$ cat src/rtl/spi_txn_arbiter.sv
// Round-robin arbiter sharing one spi controller + memory among NREQ users.
// Holds a null (out-of-range) transaction on the bus whenever idle.
module spi_txn_arbiter #(
  parameter int         NREQ        = 4,
  parameter logic [7:0] NULL_ADDR   = 8'hFF,
  parameter int         TIMEOUT_CYC = 256
) (
  input  logic              clk,
  input  logic              rst,
  input  logic [NREQ-1:0]   req,
  input  logic [NREQ-1:0]   req_wr,
  input  logic [NREQ*8-1:0] req_addr,
  input  logic [NREQ*8-1:0] req_din,
  output logic [NREQ-1:0]   gnt,
  output logic [NREQ-1:0]   ack,
  output logic [7:0]        rdata,
  output logic              rsp_err,
  output logic              rsp_timeout,
  output logic [7:0]        spi_addr,
  output logic              spi_wr,
  output logic [7:0]        spi_din,
  input  logic [7:0]        spi_dout,
  input  logic              spi_err,
  input  logic              spi_done
);

  localparam int IW = (NREQ > 1) ? $clog2(NREQ) : 1;
  localparam int WW = (TIMEOUT_CYC > 2) ? $clog2(TIMEOUT_CYC) : 1;

  typedef enum logic [1:0] {
    IDLE,
    SLOT,
    BUSY
  } state_t;

  state_t          r_state;
  state_t          w_nxt;
  logic [IW-1:0]   r_ptr;
  logic [IW-1:0]   r_idx;
  logic [IW-1:0]   w_win;
  logic [IW-1:0]   w_ptr_nxt;
  logic            w_hit;
  logic            w_to;
  logic [WW-1:0]   r_wd;
  logic            r_wr;
  logic [7:0]      r_addr;
  logic [7:0]      r_din;
  logic [NREQ-1:0] w_one;

  assign w_one     = {{(NREQ-1){1'b0}}, 1'b1};
  assign w_to      = (r_wd == WW'(TIMEOUT_CYC - 1));
  assign w_ptr_nxt = (int'(w_win) == NREQ - 1) ? '0 : w_win + IW'(1);

  // Scan from the far end so the slot nearest r_ptr is written last and wins.
  always_comb begin
    w_hit = 1'b0;
    w_win = '0;
    for (int k = NREQ - 1; k >= 0; k--) begin
      if (req[(int'(r_ptr) + k) % NREQ]) begin
        w_hit = 1'b1;
        w_win = IW'((int'(r_ptr) + k) % NREQ);
      end
    end
  end

  always_ff @(posedge clk or negedge rst) begin
    if (!rst) r_state <= IDLE;
    else      r_state <= w_nxt;
  end

  always_comb begin
    w_nxt = r_state;
    unique case (r_state)
      IDLE: if (w_hit) w_nxt = SLOT;
      SLOT: begin
        if (spi_done)  w_nxt = BUSY;
        else if (w_to) w_nxt = IDLE;
      end
      BUSY: if (spi_done || w_to) w_nxt = IDLE;
      default: w_nxt = IDLE;
    endcase
  end

  always_ff @(posedge clk or negedge rst) begin
    if (!rst) begin
      gnt         <= '0;
      ack         <= '0;
      rdata       <= '0;
      rsp_err     <= 1'b0;
      rsp_timeout <= 1'b0;
      spi_addr    <= NULL_ADDR;
      spi_wr      <= 1'b0;
      spi_din     <= '0;
      r_ptr       <= '0;
      r_idx       <= '0;
      r_wd        <= '0;
      r_wr        <= 1'b0;
      r_addr      <= '0;
      r_din       <= '0;
    end else begin
      gnt <= '0;
      ack <= '0;
      unique case (r_state)
        IDLE: begin
          if (w_hit) begin
            r_idx  <= w_win;
            r_wr   <= req_wr[w_win];
            r_addr <= req_addr[8*w_win +: 8];
            r_din  <= req_din[8*w_win +: 8];
            gnt    <= w_one << w_win;
            r_ptr  <= w_ptr_nxt;
            r_wd   <= '0;
          end
        end
        SLOT: begin
          // Null transaction just ended: spi loads our fields next pass.
          if (spi_done) begin
            spi_addr <= r_addr;
            spi_wr   <= r_wr;
            spi_din  <= r_din;
            r_wd     <= '0;
          end else if (w_to) begin
            ack         <= w_one << r_idx;
            rsp_err     <= 1'b1;
            rsp_timeout <= 1'b1;
          end else begin
            r_wd <= r_wd + WW'(1);
          end
        end
        BUSY: begin
          if (spi_done) begin
            if (!r_wr) rdata <= spi_dout;
            rsp_err     <= spi_err;
            rsp_timeout <= 1'b0;
            ack         <= w_one << r_idx;
            spi_addr    <= NULL_ADDR;
            spi_wr      <= 1'b0;
            spi_din     <= '0;
          end else if (w_to) begin
            ack         <= w_one << r_idx;
            rsp_err     <= 1'b1;
            rsp_timeout <= 1'b1;
            spi_addr    <= NULL_ADDR;
            spi_wr      <= 1'b0;
            spi_din     <= '0;
          end else begin
            r_wd <= r_wd + WW'(1);
          end
        end
        default: ;
      endcase
    end
  end

endmodule

$ cat config.mk
export PLATFORM = sky130hd
export DESIGN_NAME = spi_txn_arbiter
export DESIGN_NICKNAME = d
export VERILOG_FILES = /design/src/rtl/spi_txn_arbiter.sv
export SDC_FILE = /design/constraint.sdc
export NUM_CORES = 1
export LEC_CHECK = 0
export BUFFER_PORTS_ARGS = -buffer_cell sky130_fd_sc_hd__buf_2
export CORE_ASPECT_RATIO = 0.75
export CORE_MARGIN = 3
export CORE_UTILIZATION = 45
export CTS_CLUSTER_SIZE = 24
export DETAILED_ROUTE_END_ITERATION = 6
export HOLD_SLACK_MARGIN = 0.1
export PLACE_DENSITY = 0.76
export SLEW_MARGIN = 40
export SYNTH_ARGS = -nofsm -noshare
export SYNTH_HDL_FRONTEND = slang
export SYNTH_SLANG_ARGS = --single-unit
$ cat constraint.sdc
create_clock -name clk -period 1.9 [get_ports clk]
set_input_delay 0.19 -clock clk [delete_from_list [all_inputs] [get_ports clk]]
set_output_delay 0.19 -clock clk [all_outputs]
set_load 0.01 [all_outputs]
==> flow_metrics.env, run 1 <==
export IMPL_r2r_cells=7
export IMPL_final_hold_viol_count=0
export IMPL_cts_sinks=66
export IMPL_port_buffers=118
export IMPL_nets=536
export IMPL_hold_path_depth=3
export IMPL_p_sw_frac=0.387
export IMPL_initial_core_util=0.477
export IMPL_endpoint_kind="flop"
export IMPL_synthAdderAreaFrac=0.0224
export IMPL_worst_endpoint_required_ns=2.08
export IMPL_synthXorXnorAreaFrac=0.0131
export IMPL_rows=26
export IMPL_p_int_uw=4370
export IMPL_setup_viol=0
export IMPL_routedWlPerCell_um=15.9
export IMPL_cap_violations=0
export IMPL_pwr_share_clk=0.181
export IMPL_synth_compound_area_share=0.239
export IMPL_antenna_left=0
export IMPL_finalCritPeriodShare=0.939
export IMPL_ys_types=51
export IMPL_track_usage=0.207
export IMPL_cts_buffers=9
export IMPL_grt_pass1_wl_um=14000
export IMPL_yosys_warnings=0
export IMPL_synth_cells=301
export IMPL_cp_max_fo=14
export IMPL_drv_slew=0
export IMPL_synth_fp_nets=391
export IMPL_dpl_hpwl_um=6350
export IMPL_critPathArrivalTime_ns=1.96
export IMPL_synthSimpleGateAreaFrac=0.104
export IMPL_final_common_cell="buf_2"
export IMPL_dpl_cell_count=521
export IMPL_cellPowerDensity_nw_per_um2=1580
export IMPL_first_iter_violations=156
export IMPL_max_vdd_ir_drop_uv=904
export IMPL_insertion_delay_ns=0.33
export IMPL_area_growth_pct=34.6
export IMPL_htreeDepth=3
export IMPL_gp_congestion=0.847
export IMPL_async_reset_ff_frac=1.00
export IMPL_clk_pin_slew_ns=0.07
export IMPL_cts_tree="done"
export IMPL_tightest_slew_ns=0.557
export IMPL_clock_skew_ns=0.0104
export IMPL_seq_power_share=0.334
export IMPL_grt_ovfl_total=0
export IMPL_ys_seq_elements=66
export IMPL_synth_seq_area_share=0.496
export IMPL_core_area_um2=7030
export IMPL_synth_edf_count=0
export IMPL_synth_area_um2=3350
export IMPL_antennaDiodeCount=0
export IMPL_fin_crit_ns=1.78
export IMPL_fmax_ghz=0.560
export IMPL_vias=2939
export IMPL_layout_cells_non_filler=549
export IMPL_grt_max_degree=67
export IMPL_clockBufferDepth=2
export IMPL_hold_class="in2reg"
export IMPL_die_w_um=106
export IMPL_wirelength_um=8740
export IMPL_status="complete, no violations"
export IMPL_drcViolationCount=0
export IMPL_cts_root_buf="clkbuf_8"
export IMPL_drive_gt1_frac=0.455
export IMPL_p_leak_uw=0.00216
export IMPL_final_cell_mix="118 x buf_2, 58 x dfrtp_1, 31 x nor2_1"
export IMPL_drt_vias_per_instance=5.35
export IMPL_power_switching_uw=2760
export IMPL_dr_pass1_iters=4
export IMPL_cp_start_kind="flop"
export IMPL_fin_area_um2=4510
export IMPL_place_area_um2=4130
export IMPL_ios=119
export IMPL_synth_top_family_by_area="compound AO/OA/AOI/OAI gates"
export IMPL_yosys_mux_area_fraction=0.0811
export IMPL_antenna_found_initial=0
export IMPL_pwr_share_comb=0.485
export IMPL_avgSynthCellArea_um2=11.1
export IMPL_synthFlopType="dfrtp_1"
export IMPL_slew_headroom=0.628
export IMPL_die_area_um2=8530
export IMPL_chipHeight_um=80.7
export IMPL_first_global_vias=2856
export IMPL_crit_type="reg2reg"
-- power by group through the flow --
stage / Combinational, uW / Clock, uW / Sequential [uW]
floorplan: 2120 / 0 / 2480
global placement: 3210 / 0 / 2380
detailed placement: 3310 / 0 / 2400
CTS: 3340 / 1320 / 2380
global route: 3800 / 1380 / 2460
finish: 3460 / 1290 / 2380
-- layout make-up --
cell class | instances | area, um2
flip-flops and latches | 66 | 1660
well taps | 98 | 123
clock inverters | 5 | 77.6
fillers | 577 | 2520
multi-input cells | 209 | 1590
clock buffers | 11 | 141
repair buffers | 151 | 877
inverters | 9 | 33.8
-- sequential cells by signal, indices dropped and copies added, names as in the netlist, 4 cells and up --
signal    cells
spi_addr      8
spi_din       8
gnt           4
ack           4
r_wd          8
rdata         8
r_din         8
r_addr        8
-- cells in the mapped netlist, types with 2 or more instances --
cell type  number  area, um2
a211oi_1       26        195
a211oi_2        8        100
a21boi_0       16        120
a21boi_1        2       15.0
a21oi_1        16       80.1
a22o_1          9       78.8
and2_1          4       25.0
and3_1          4       25.0
buf_12          2       40.0
buf_2           6       30.0
clkbuf_1        6       22.5
dfrtp_1        58       1450
dfstp_2         8        210
ha_1            6       75.1
inv_1           8       30.0
mux2_2          9        101
mux2i_1        17        170
nand2_1        13       48.8
nand3_1         5       25.0
nor2_1         31        116
nor2b_1         2       12.5
nor3_1          2       10.0
o21ai_0         2       10.0
o22a_1          9       78.8
o22ai_1         2       12.5
xor2_1          5       43.8
-- per-stage QoR --
step	hold slack, ns	utilization	setup TNS, ns	power (uW)	setup slack [ns]
2_1_floorplan	-0.106	-	0	4600	0.0997
5_1_grt	0.196	0.642	-0.0000542	7640	-0.0000542
3_5_place_dp	0.238	0.587	0	5710	0.0662
4_1_cts	0.159	0.631	0	7030	0.0370
3_3_place_gp	0.229	0.586	0	5590	0.0444
6_report	0.180	0.642	0	7130	0.116
-- layer usage --
| layer | track usage | routed length [um] |
|---|---|---|
| met1 | 0.288 | 4140 |
| met2 | 0.331 | 4040 |
| met3 | 0.0458 | 515 |
| met4 | 0.0517 | 43 |
| met5 | 0 | 0 |
-- repair_timing --
item                                    CTS  global route
hold buffers                              9             0
resized for setup                         0            12
endpoints found under the setup margin    0            38
buffers inserted                          0             2
endpoints found under the hold margin    66             0
-- kinds of logic (layout without fill, tap and decap cells) --
family	Yosys count	count (layout)
AO/OA/AOI/OAI	101	101
AND/OR/NAND/NOR	71	71
flip-flops	66	66
multiplexers	26	26
buffers and inverters	26	176
adder cells (fa/ha/maj)	6	6
XOR/XNOR	5	5
-- worst max-delay path: stages, from the launching register on --
cell and delay (ns):
dfrtp_1 0.42, inv_1 0.12, ha_2 0.25, nor2b_2 0.20
o221ai_2 0.11, buf_4 0.22, a211oi_1 0.26, a211oi_1 0.07
-- path summary, 6_finish.rpt --
check | startpoint | end | slack [ns]
max | r_state[1] | r_addr[0] | 0.12
min | req_addr[29] | r_addr[5] | 0.18
max reg2reg | r_state[1] | r_addr[0] | 0.12
min reg2reg | spi_din[6] | spi_din[6] | 0.50
max in group asynchronous | rst | spi_addr[0] | 1.17
min in group asynchronous | rst | r_addr[3] | 0.40
Note: power is estimated with default switching activity, not from simulation.
==> run 2, diff against run 1 <==
--- a/config.mk
+++ b/config.mk
@@ -8,11 +8,11 @@
 export BUFFER_PORTS_ARGS = -buffer_cell sky130_fd_sc_hd__buf_2
 export CORE_ASPECT_RATIO = 0.75
 export CORE_MARGIN = 3
-export CORE_UTILIZATION = 45
+export CORE_UTILIZATION = 46
 export CTS_CLUSTER_SIZE = 24
 export DETAILED_ROUTE_END_ITERATION = 6
 export HOLD_SLACK_MARGIN = 0.1
-export PLACE_DENSITY = 0.76
+export PLACE_DENSITY = 0.75
 export SLEW_MARGIN = 40
 export SYNTH_ARGS = -nofsm -noshare
 export SYNTH_HDL_FRONTEND = slang
==> constraint.sdc (replaced) <==
create_clock -name clk -period 2.2 [get_ports clk]
set_input_delay 0.22 -clock clk [delete_from_list [all_inputs] [get_ports clk]]
set_output_delay 0.22 -clock clk [all_outputs]
set_load 0.01 [all_outputs]
==> run 2 against run 1 <==
Effect of this change: total power decreased by 18%; global-route usage down 0.33 points; setup slack better by 0.088 ns; worst hold slack worse by 0.066 ns; highest routed layer unchanged.
==> flow_metrics.env, run 2 (synthesis results as in run 1) <==
export IMPL_antenna_found_initial=0
export IMPL_final_hold_viol_count=0
export IMPL_post_cts_buffers=0
export IMPL_wl_met1_um=4030
export IMPL_wl_met2_um=3850
export IMPL_whs_endpoint="rdata[7]"
export IMPL_slew_headroom=0.632
export IMPL_die_area_um2=8350
export IMPL_core_area_um2=6930
export IMPL_clk_pin_slew_ns=0.07
export IMPL_antennaDiodeCount=0
export IMPL_status="complete, no violations"
export IMPL_drcViolationCount=0
export IMPL_fmax_ghz=0.501
export IMPL_port_buffers=118
export IMPL_fin_crit_ns=2.00
export IMPL_die_w_um=105
export IMPL_initial_core_util=0.483
export IMPL_routedWlPerCell_um=15.9
export IMPL_vias=2866
export IMPL_p_leak_uw=0.00208
export IMPL_cts_tree="done"
export IMPL_htreeDepth=3
export IMPL_rows=26
export IMPL_layout_cells_non_filler=534
export IMPL_grt_ovfl_total=0
export IMPL_pre_cts_ws_ns=0.116
export IMPL_r2r_cells=6
export IMPL_cap_violations=0
export IMPL_endpoint_kind="flop"
export IMPL_chipHeight_um=79.9
export IMPL_finalCritPeriodShare=0.908
export IMPL_rrSetupSlack_ns=0.20
export IMPL_reg2reg_to="spi_addr[5]"
export IMPL_cts_sinks=66
export IMPL_max_vdd_ir_drop_uv=791
export IMPL_fin_setup_tns_ns=0
export IMPL_drt_vias_per_instance=5.37
export IMPL_dpl_cell_count=514
export IMPL_place_area_um2=4070
export IMPL_grt_max_degree=25
export IMPL_fin_area_um2=4320
export IMPL_cp_start_kind="flop"
export IMPL_area_growth_pct=28.9
export IMPL_cp_max_fo=8
export IMPL_final_cell_mix="118 x buf_2, 58 x dfrtp_1, 31 x nor2_1"
export IMPL_top_layer="met4"
export IMPL_cts_buffers=9
export IMPL_setup_slack_ns=0.203
export IMPL_drv_slew=0
export IMPL_dpl_hpwl_um=6390
export IMPL_nets=521
export IMPL_hold_class="in2reg"
export IMPL_clockBufferDepth=2
export IMPL_dr_pass1_iters=4
export IMPL_hold_path_depth=2
export IMPL_grt_pass1_wl_um=13500
export IMPL_hold_start="spi_dout[7]"
export IMPL_ios=119
export IMPL_first_global_vias=2729
export IMPL_crit_type="reg2reg"
export IMPL_worst_endpoint_required_ns=2.48
export IMPL_wl_met3_um=490
export IMPL_clock_skew_ns=0.00841
export IMPL_wirelength_um=8470
export IMPL_drive_gt1_frac=0.424
export IMPL_fill_cells=578
export IMPL_cellPowerDensity_nw_per_um2=1360
export IMPL_whs_ns=0.113
export IMPL_critPathArrivalTime_ns=2.27
export IMPL_track_usage=0.203
export IMPL_tightest_slew_ns=0.551
export IMPL_r2r_start="r_wd[0]"
export IMPL_cts_root_buf="clkbuf_8"
export IMPL_gp_congestion=0.836
export IMPL_rsz0062_at_grt="false"
export IMPL_final_common_cell="buf_2"
export IMPL_antenna_left=0
export IMPL_first_iter_violations=160
export IMPL_insertion_delay_ns=0.34
export IMPL_setup_viol=0
==> run 2: through the flow <==
| step | utilization | total power, uW |
|---|---|---|
| 2_1_floorplan | - | 3970 |
| 3_3_place_gp | 0.587 | 4760 |
| 3_5_place_dp | 0.588 | 4860 |
| 4_1_cts | 0.623 | 5900 |
| 5_1_grt | 0.623 | 6290 |
| 6_report | 0.623 | 5870 |
==> run 2: area by class of cell <==
type | count | area, um2 | share of cell area
sequential | 66 | 1660 | 0.385
timing repair buffer | 136 | 748 | 0.173
clock inverter | 6 | 66.3 | 0.0154
tap | 98 | 123 | 0.0284
inverter | 9 | 33.8 | 0.00782
multi-input combinational | 209 | 1550 | 0.358
clock buffer | 10 | 138 | 0.0319
==> run 2: where the power goes <==
group / leakage, uW / switching [uW] / internal (uW) / total, uW
clock network: 0.000106 / 462 / 555 / 1020
registers: 0.000797 / 300 / 1770 / 2070
logic: 0.00118 / 1570 / 1220 / 2790
total: 0.00208 / 2330 / 3550 / 5870
==> run 2: worst max path at each step <==
stage	startpoint	end	slack, ns
floorplan	r_state[1]	r_addr[3]	0.40
global placement	r_wd[0]	spi_addr[2]	0.17
detailed placement	r_wd[0]	spi_addr[5]	0.12
CTS	r_wd[0]	spi_addr[5]	0.08
global route	r_wd[0]	spi_din[3]	0.002
finish	r_wd[0]	spi_addr[5]	0.20
==> run 2: critical path, cell delays in order (launching register included) <==
cell	delay, ns
dfrtp_1	0.40
ha_1	0.19
and3_1	0.25
nand3_1	0.30
a21oi_1	0.33
o21a_2	0.28
o22a_1	0.18
==> run 2: routing by layer <==
layer | up-vias | track usage
met5 | - | 0
met4 | 0 | 0.0637
met3 | 13 | 0.0509
met2 | 104 | 0.300
met1 | 1374 | 0.294
li1 | 1375 | -
==> run 2: repair_timing <==
item | in CTS | in global routing
endpoints found under the hold margin | 14 | 0
gates resized for setup | 0 | 1
hold buffers | 4 | 0
endpoints found under the setup margin | 0 | 8
==> run 3, diff against run 2 <==
--- a/config.mk
+++ b/config.mk
@@ -6,7 +6,7 @@
 export NUM_CORES = 1
 export LEC_CHECK = 0
 export BUFFER_PORTS_ARGS = -buffer_cell sky130_fd_sc_hd__buf_2
-export CORE_ASPECT_RATIO = 0.75
+export CORE_ASPECT_RATIO = 1.1
 export CORE_MARGIN = 3
 export CORE_UTILIZATION = 46
 export CTS_CLUSTER_SIZE = 24
==> run 3 against run 2 <==
Effect of this change: combinational power decreased by 2%; final cell count fell by 3.0%; fmax fell by 1.5%; register-to-register slack lost 0.03 ns; clock skew is 0.00053 ns higher; clock-buffer cell count rose by 4; largest cell class unchanged.
==> flow_metrics.env, run 3 (synthesis results as in run 1) <==
export IMPL_drv_slew=0
export IMPL_initial_core_util=0.475
export IMPL_slew_headroom=0.551
export IMPL_dr_pass1_iters=4
export IMPL_nets=518
export IMPL_setup_viol=0
export IMPL_fmax_ghz=0.493
export IMPL_first_global_vias=2780
export IMPL_first_iter_violations=143
export IMPL_rows=32
export IMPL_clockBufferDepth=2
export IMPL_cp_start_kind="flop"
export IMPL_endpoint_kind="flop"
export IMPL_gp_congestion=0.855
export IMPL_critPathArrivalTime_ns=2.29
export IMPL_grt_pass1_wl_um=13200
export IMPL_crit_type="reg2reg"
export IMPL_antenna_found_initial=0
export IMPL_vias=2815
export IMPL_die_w_um=87.4
export IMPL_tightest_slew_ns=0.674
export IMPL_dpl_hpwl_um=6150
export IMPL_antennaDiodeCount=0
export IMPL_path_cells="ha_1 -> and3_1 -> nand3_1 -> a21oi_1 -> o21ai_2 -> a22o_1"
export IMPL_cts_root_buf="clkbuf_8"
export IMPL_cts_tree="done"
export IMPL_antenna_left=0
export IMPL_insertion_delay_ns=0.34
export IMPL_status="complete, no violations"
export IMPL_wirelength_um=8280
export IMPL_core_area_um2=7050
export IMPL_max_vdd_ir_drop_uv=639
export IMPL_crit_path_top_delay_cell="o21ai_2"
export IMPL_cts_sinks=66
export IMPL_ios=119
export IMPL_htreeDepth=3
export IMPL_port_buffers=118
export IMPL_cp_max_fo=9
export IMPL_final_hold_viol_count=0
export IMPL_fin_crit_ns=2.03
export IMPL_crit_buf_inv=0
export IMPL_post_cts_buffers=0
export IMPL_finalCritPeriodShare=0.921
export IMPL_hold_class="in2reg"
export IMPL_clock_skew_ns=0.00894
export IMPL_drt_vias_per_instance=5.43
export IMPL_cellPowerDensity_nw_per_um2=1350
export IMPL_cap_violations=0
export IMPL_cts_buffers=9
export IMPL_rsz0062_at_grt="false"
export IMPL_fin_setup_tns_ns=0
export IMPL_drcViolationCount=0
export IMPL_track_usage=0.206
export IMPL_grt_ovfl_total=0
export IMPL_clk_pin_slew_ns=0.07
export IMPL_die_area_um2=8340
export IMPL_area_growth_pct=27.3
export IMPL_whs_ns=0.112
export IMPL_p_leak_uw=0.00207
export IMPL_cpPeakStageDelay_ns=0.42
export IMPL_chipHeight_um=95.5
export IMPL_grt_max_degree=39
export IMPL_path_delay_family="compound AO/OA/AOI/OAI gates"
export IMPL_final_cell_mix="118 x buf_2, 58 x dfrtp_1, 31 x nor2_1"
export IMPL_final_common_cell="buf_2"
export IMPL_drive_gt1_frac=0.423
export IMPL_worst_endpoint_required_ns=2.47
export IMPL_routedWlPerCell_um=16.0
run 3: cell types whose count changed in the layout (fill, tap and decap cells not counted):
cell           delta
clkinv_4          -3
clkbuf_1          +1
dlygate4sd3_1     -2
buf_4             -1
clkbuf_8          +3
bufinv_16         -1
run 3: layer usage:
| metal | vias up | GRT usage | part of all wire |
|---|---|---|---|
| met1 | 1352 | 0.246 | 0.40 |
| met5 | - | 0 | 0 |
| li1 | 1363 | - | - |
| met3 | 12 | 0.0553 | 0.067 |
| met4 | 0 | 0.0665 | 0.014 |
| met2 | 88 | 0.357 | 0.52 |
run 3: worst paths after layout:
path / from / endpoint / slack [ns] / depth (start not counted)
worst max-delay path: r_wd[0] / spi_din[7] / 0.17 / 6
min in group asynchronous: rst / r_addr[7] / 0.46 / 2
worst min register to register: r_din[4] / spi_din[4] / 0.50 / 1
worst min-delay path: spi_dout[0] / rdata[0] / 0.11 / 2
max in group asynchronous: rst / r_din[0] / 1.11 / 3
worst max register to register: r_wd[0] / spi_din[7] / 0.17 / 6
run 3: power by group:
part	internal [uW]	total [uW]	switching [uW]
sequential	1770	2070	298
combinational	1200	2740	1540
clock	529	962	433
run 3: final cells by class:
type                    instances  area (um2)
clock inverters                 2        10.0
well taps                      85         106
flip-flops and latches         66        1660
fillers                       595        2780
clock buffers                  14         183
repair buffers                133         721
inverters                       9        33.8
multi-input cells             209        1550
run 3: stage by stage:
step,cell area (um2),utilization,total power [uW],setup slack [ns],instances
after floorplan,3350,-,3970,0.400,301
after global placement,4040,0.574,4730,0.189,500
after detailed placement,4040,0.574,4840,0.143,500
after CTS,4260,0.604,5810,0.125,518
after global routing,4260,0.605,6200,0.0365,518
final,4260,0.605,5770,0.173,518
run 3: what timing repair did:
action,CTS,global route
resized for setup,0,1
hold endpoints to repair,21,0
hold buffers,2,0
endpoints found under the setup margin,0,8
